<file path="config.mk">
export PLATFORM = sky130hd
export DESIGN_NAME = icache_direct
export DESIGN_NICKNAME = d
export VERILOG_FILES = /design/src/rtl/icache_direct_pkg.sv /design/src/rtl/icache_data_array.sv /design/src/rtl/icache_direct.sv
export SDC_FILE = /design/constraint.sdc
export NUM_CORES = 2
export LEC_CHECK = 0
export BUFFER_PORTS_ARGS = -buffer_cell sky130_fd_sc_hd__buf_2
export CORE_ASPECT_RATIO = 0.9
export CORE_MARGIN = 2
export CORE_UTILIZATION = 45
export DETAILED_ROUTE_END_ITERATION = 12
export SYNTH_ARGS = -nofsm -noshare
export SYNTH_HDL_FRONTEND = slang
export SYNTH_SLANG_ARGS = --single-unit
</file>
<file path="constraint.sdc">
create_clock -name clk -period 5.2 [get_ports clk]
set_input_delay 0.52 -clock clk [delete_from_list [all_inputs] [get_ports clk]]
set_output_delay 0.52 -clock clk [all_outputs]
set_load 0.005 [all_outputs]
</file>
<file path="src/rtl/icache_direct_pkg.sv">
// Shared cache geometry defaults and refill FSM state encodings for icache_direct.
package icache_direct_pkg;

  localparam int ICACHE_LINES          = 16;
  localparam int ICACHE_WORDS_PER_LINE = 4;

  typedef enum logic [1:0] {
    ICACHE_S_IDLE      = 2'd0,
    ICACHE_S_REQ       = 2'd1,
    ICACHE_S_WAIT      = 2'd2,
    ICACHE_S_FILL_DONE = 2'd3
  } icache_state_e;

endpackage

</file>
<file path="src/rtl/icache_data_array.sv">
// Tag, data and valid storage for icache_direct: asynchronous read port,
// single refill write port, bulk invalidate. Only the valid bits are reset.
module icache_data_array
  import icache_direct_pkg::*;
#(
  parameter int XLEN           = 32,
  parameter int LINES          = ICACHE_LINES,
  parameter int WORDS_PER_LINE = ICACHE_WORDS_PER_LINE,
  parameter int TAG_W          = 26
) (
  input  logic                              clk,
  input  logic                              reset,
  input  logic [$clog2(LINES)-1:0]          rd_idx,
  input  logic [$clog2(WORDS_PER_LINE)-1:0] rd_off,
  output logic                              rd_valid,
  output logic [TAG_W-1:0]                  rd_tag,
  output logic [XLEN-1:0]                   rd_data,
  input  logic                              wr_en,
  input  logic [$clog2(LINES)-1:0]          wr_idx,
  input  logic [$clog2(WORDS_PER_LINE)-1:0] wr_off,
  input  logic [XLEN-1:0]                   wr_data,
  input  logic                              set_valid,
  input  logic [TAG_W-1:0]                  set_tag,
  input  logic                              inv_all
);

  logic [XLEN-1:0]  data_mem [LINES*WORDS_PER_LINE];
  logic [TAG_W-1:0] tag_mem  [LINES];
  logic [LINES-1:0] valid_r;

  assign rd_valid = valid_r[rd_idx];
  assign rd_tag   = tag_mem[rd_idx];
  assign rd_data  = data_mem[{rd_idx, rd_off}];

  // Refill writes into the data and tag arrays (not reset)
  always_ff @(posedge clk) begin
    if (wr_en) begin
      data_mem[{wr_idx, wr_off}] <= wr_data;
    end
    if (set_valid) begin
      tag_mem[wr_idx] <= set_tag;
    end
  end

  // Valid bits: invalidate-all takes priority over a completing fill
  always_ff @(posedge clk or negedge reset) begin
    if (!reset) begin
      valid_r <= {LINES{1'b0}};
    end else if (inv_all) begin
      valid_r <= {LINES{1'b0}};
    end else if (set_valid) begin
      valid_r[wr_idx] <= 1'b1;
    end
  end

endmodule

</file>
<file path="src/rtl/icache_direct.sv">
// Direct-mapped read-only instruction cache with line refill FSM.
// Optional ICACHE_PERF_CNT_EN adds wrapping hit_count/miss_count outputs.
module icache_direct
  import icache_direct_pkg::*;
#(
  parameter int XLEN           = 32,
  parameter int LINES          = ICACHE_LINES,
  parameter int WORDS_PER_LINE = ICACHE_WORDS_PER_LINE
) (
  input  logic            clk,
  input  logic            reset,
  input  logic            req_valid,
  input  logic [XLEN-1:0] req_addr,
  input  logic            flush,
  output logic [XLEN-1:0] rsp_instr,
  output logic            rsp_valid,
  output logic            icache_stall,
  output logic            mem_req_valid,
  input  logic            mem_req_ready,
  output logic [XLEN-1:0] mem_req_addr,
  input  logic            mem_rsp_valid,
  input  logic [XLEN-1:0] mem_rsp_data
`ifdef ICACHE_PERF_CNT_EN
  ,
  output logic [31:0]     hit_count,
  output logic [31:0]     miss_count
`endif
);

  localparam int WO    = $clog2(WORDS_PER_LINE);
  localparam int IW    = $clog2(LINES);
  localparam int TAG_W = XLEN - 2 - WO - IW;
  localparam logic [WO-1:0] LAST_BEAT = WO'(WORDS_PER_LINE - 1);
  localparam logic [WO-1:0] BEAT_ONE  = WO'(1);

  icache_state_e    state_r, state_nxt_s;
  logic [WO-1:0]    beat_r;
  logic [TAG_W-1:0] line_tag_r;
  logic [IW-1:0]    line_idx_r;
  logic             drop_r;

  logic [WO-1:0]    req_off_s;
  logic [IW-1:0]    req_idx_s;
  logic [TAG_W-1:0] req_tag_s;
  logic             rd_valid_s;
  logic [TAG_W-1:0] rd_tag_s;
  logic [XLEN-1:0]  rd_data_s;
  logic             hit_s, start_s, fill_beat_s, last_beat_s, set_valid_s;
  logic             addr_unused_s;

  assign req_off_s     = req_addr[2 +: WO];
  assign req_idx_s     = req_addr[2 + WO +: IW];
  assign req_tag_s     = req_addr[XLEN-1 -: TAG_W];
  assign addr_unused_s = ^req_addr[1:0];

  assign hit_s = req_valid & rd_valid_s & (rd_tag_s == req_tag_s)
               & (state_r == ICACHE_S_IDLE) & ~flush;

  assign rsp_valid     = hit_s;
  assign rsp_instr     = rd_data_s;
  assign icache_stall  = req_valid & ~hit_s;
  assign mem_req_valid = (state_r == ICACHE_S_REQ);
  assign mem_req_addr  = {line_tag_r, line_idx_r, beat_r, 2'b00};

  // A flush anywhere in the refill (including its final beat) keeps the line invalid
  assign set_valid_s = last_beat_s & ~drop_r & ~flush;

  icache_data_array #(
    .XLEN           (XLEN),
    .LINES          (LINES),
    .WORDS_PER_LINE (WORDS_PER_LINE),
    .TAG_W          (TAG_W)
  ) u_array (
    .clk       (clk),
    .reset     (reset),
    .rd_idx    (req_idx_s),
    .rd_off    (req_off_s),
    .rd_valid  (rd_valid_s),
    .rd_tag    (rd_tag_s),
    .rd_data   (rd_data_s),
    .wr_en     (fill_beat_s),
    .wr_idx    (line_idx_r),
    .wr_off    (beat_r),
    .wr_data   (mem_rsp_data),
    .set_valid (set_valid_s),
    .set_tag   (line_tag_r),
    .inv_all   (flush)
  );

  // Refill FSM next-state and per-cycle strobes
  always_comb begin
    state_nxt_s = state_r;
    start_s     = 1'b0;
    fill_beat_s = 1'b0;
    last_beat_s = 1'b0;
    case (state_r)
      ICACHE_S_IDLE: begin
        if (req_valid && !hit_s) begin
          start_s     = 1'b1;
          state_nxt_s = ICACHE_S_REQ;
        end else begin
          state_nxt_s = ICACHE_S_IDLE;
        end
      end
      ICACHE_S_REQ: begin
        if (mem_req_ready) begin
          state_nxt_s = ICACHE_S_WAIT;
        end else begin
          state_nxt_s = ICACHE_S_REQ;
        end
      end
      ICACHE_S_WAIT: begin
        if (mem_rsp_valid) begin
          fill_beat_s = 1'b1;
          if (beat_r == LAST_BEAT) begin
            last_beat_s = 1'b1;
            state_nxt_s = ICACHE_S_FILL_DONE;
          end else begin
            state_nxt_s = ICACHE_S_REQ;
          end
        end else begin
          state_nxt_s = ICACHE_S_WAIT;
        end
      end
      ICACHE_S_FILL_DONE: state_nxt_s = ICACHE_S_IDLE;
      default:            state_nxt_s = ICACHE_S_IDLE;
    endcase
  end

  // FSM state, beat counter, latched line address and flush-drop flag
  always_ff @(posedge clk or negedge reset) begin
    if (!reset) begin
      state_r    <= ICACHE_S_IDLE;
      beat_r     <= {WO{1'b0}};
      line_tag_r <= {TAG_W{1'b0}};
      line_idx_r <= {IW{1'b0}};
      drop_r     <= 1'b0;
    end else begin
      state_r <= state_nxt_s;
      if (start_s) begin
        beat_r     <= {WO{1'b0}};
        line_tag_r <= req_tag_s;
        line_idx_r <= req_idx_s;
        drop_r     <= 1'b0;
      end else begin
        if (fill_beat_s && !last_beat_s) begin
          beat_r <= beat_r + BEAT_ONE;
        end
        if (flush && (state_r == ICACHE_S_REQ || state_r == ICACHE_S_WAIT)) begin
          drop_r <= 1'b1;
        end
      end
    end
  end

`ifdef ICACHE_PERF_CNT_EN
  // Wrapping hit/miss counters, unaffected by flush
  always_ff @(posedge clk or negedge reset) begin
    if (!reset) begin
      hit_count  <= 32'd0;
      miss_count <= 32'd0;
    end else begin
      if (hit_s) begin
        hit_count <= hit_count + 32'd1;
      end
      if (start_s) begin
        miss_count <= miss_count + 32'd1;
      end
    end
  end
`endif

endmodule

</file>
==> results.yml <==
cts:
  clockRootBuffer: "clkbuf_16"
  clk_pin_slew_ps: 60
  numCtsBuffers: 236
  clock_latency_ps: 890
  htreeDepth: 4
  clock_path_buffers: 3
  cts_sinks: 2481
  cts.repair.resized: 0
  cts_tree: "yes"
global_routing:
  antenna_found_initial: 30
  grt_max_degree: 86
  overflow: 0
  track_usage_pct: 21.55
  grt_pass1_wl_um: 327100
  grt_pass1_vias: 43450
drt:
  routedWlPerCell_um: 31.72
  drtAntennaViolNets: 0
  remaining_drc_errors: 0
  drt-vias-per-instance: 5.975
  routed_wl_um: 231300
  vias: 43570
  drtIter0Drc: 5226
  drtPass1Iterations: 6
floorplan:
  fp.coreArea_um2: 210800
  die_h_um: 440.3
  ios: 137
  start_util_pct: 45.15
  std_cell_rows: 160
  die_w_um: 488.8
  die_area_um2: 215200
worst_hold_path:
  hp-class: "in -> reg"
sta:
  fmax_mhz: 215.8
  fin_skew_ps: 49.50
  final-setup-viol-count: 0
  rsz0062_at_grt: "no"
  worstMarginPinSlew_ps: 1265
  setup_slack_ps: 566.7
  setup_tns_ps: 0
  relSlewSlack_pct: 15.66
  hold_violations: 0
  fin_crit_sh_pct: 89.10
  layout_min_cycle_time_ps: 4633
  final-max-slew-violation-count: 0
placed_design:
  globalplace.congestion: 0.7914
  port_buffers: 132
  preCtsSetupSlack_ps: 761.5
  dpl_cell_area_um2: 101000
  hpwl_um: 133100
yosys:
  synth-simple-area-share_pct: 0.9519
  synthAdderAreaFrac_pct: 0.06574
  synth_cells: 3860
  ys_types: 60
  yosysSeqAreaShare_pct: 78.03
  avgSynthCellArea_um2: 24.66
  synth_area_um2: 95170
  synth.area.mux_share_pct: 18.99
  synth_top_family_by_area: "multiplexers"
  synth_seq_cells: 2481
  synth_compound_area_share_pct: 0.6639
  yosys.area_share.xor_xnor_pct: 0.2577
  synthFlopType: "edfxtp_1"
  async_flop_share_pct: 1.975
  yosys_warnings: 0
  synth_edf_count: 2432
final_layout:
  areaGrowthSynthToFinish_pct: 14.33
  drive_above_1_share_pct: 34.35
  final_util_pct: 51.62
  stdcell_area_um2: 108800
  layout_common_cells: "edfxtp_1 (2,432), mux4_2 (749), clkbuf_16 (237), buf_4 (160), buf_2 (127)"
  mostFrequentLayoutCell: "edfxtp_1"
  final_net_count: 4331
pwr:
  vdd_ir_drop_max_mv: 0.3082
  power_mw: 42.48
  power.density_nw_per_um2: 390.5
  leakage_nw: 33.95
critical_path:
  crit_required_ps: 4680
  endpoint_kind: "output pin"
  critical_path_class: "reg -> out"
  crit_fanout: 2
  startpoint_type: "flip-flop"
  arrival_ps: 4110
outcome:
  status: "finished, final reports clean"
run:
  drv_cap: 0
[through the flow]
| step | hold WS [ps] | std cells |
|---|---|---|
| floorplan | 224.4 | 3861 |
| global placement | 513.5 | 6824 |
| detailed placement | 518.5 | 6824 |
| CTS | 74.89 | 7286 |
| global route | 101.9 | 7288 |
| finish | 137.8 | 7292 |
[cell type report]
type | count | area [µm²]
multi-input cells | 1157 | 20520
fillers | 16180 | 102000
well taps | 2835 | 3547
clock inverters | 140 | 1245
diodes | 6 | 15.01
repair buffers | 356 | 2904
inverters | 24 | 98.84
flip-flops and latches | 2481 | 74260
clock buffers | 293 | 6221
[what timing repair did]
action,CTS,global route
endpoints found under the setup margin,0,0
endpoints found under the hold margin,75,0
hold buffers,29,0
buffers inserted,0,0
[flip-flops by register name, indices dropped and copies added (netlist names)]
register          cells
state_r               2
u_array.valid_r      16
beat_r                2
u_array.tag_mem     384
drop_r                1
line_idx_r            4
u_array.data_mem   2048
line_tag_r           24
[Yosys cell counts, drive strengths merged, types with 4 or more instances]
cell	n	area, µm²
nor4	5	31.28
dfrtp	49	1226
inv	24	90.09
a22oi	8	60.06
a22o	8	70.07
nand4	4	25.02
nor2b	16	100.1
a221oi	7	80.07
nand3	8	40.04
ha	5	62.56
nand2	42	157.7
mux4	756	17050
o22ai	17	106.4
edfxtp	2432	73030
clkbuf	140	526.8
nand2b	7	43.79
and2	6	37.54
a21oi	4	20.02
xor2	10	87.58
mux2i	51	510.5
mux2	36	506.7
and3	4	25.02
nor2	92	345.3
buf	59	376.6
a31oi	4	25.02
xnor2	18	157.7
a211oi	7	52.55
o21ai	6	30.03
[critical path, cell delays in order (launching register included)]
cell      delay, ps
edfxtp_1        380
mux4_2          470
a22o_1          230
a221oi_2        250
xnor2_1         230
nand4b_1        230
or4b_2          720
nor4_1          490
buf_2           200
[routing by layer]
metal	vias up	share of wire, %	global-route usage (%)
li1	17520	-	-
met1	24050	43	32.60
met2	1720	47	32.98
met3	274	7.5	3.772
met4	8	2.0	4.989
met5	-	0.022	0
[cells by family after synthesis]
| group | after synthesis |
|---|---|
| AO/OA/AOI/OAI | 82 |
| XOR/XNOR | 28 |
| adder cells (fa/ha/maj) | 5 |
| buffers and inverters | 223 |
| flip-flops | 2481 |
| multiplexers | 843 |
| other | 1 |
| AND/OR/NAND/NOR | 197 |
[report_power, final]
group          total (mW)  internal [mW]  switching (mW)
Clock                16.6           9.11            7.47
Combinational        2.76           1.14            1.62
Sequential           23.1           22.6           0.570
Total                42.5           32.8            9.66
[path summary, 6_finish.rpt]
check | to | cells past startpoint | slack [ps] | startpoint
hold reg to reg | u_array.valid_r[14] | 2 | 530 | u_array.valid_r[14]
hold / removal | u_array.valid_r[12] | 2 | 140 | flush
setup reg to reg | u_array.tag_mem[11][14] | 5 | 1200 | beat_r[0]
max in group asynchronous | line_tag_r[2] | 3 | 4270 | reset
min in group asynchronous | line_tag_r[18] | 3 | 330 | reset
setup / recovery | rsp_valid | 8 | 570 | u_array.tag_mem[11][18]
No activity file was read; power rests on OpenSTA's default activity.
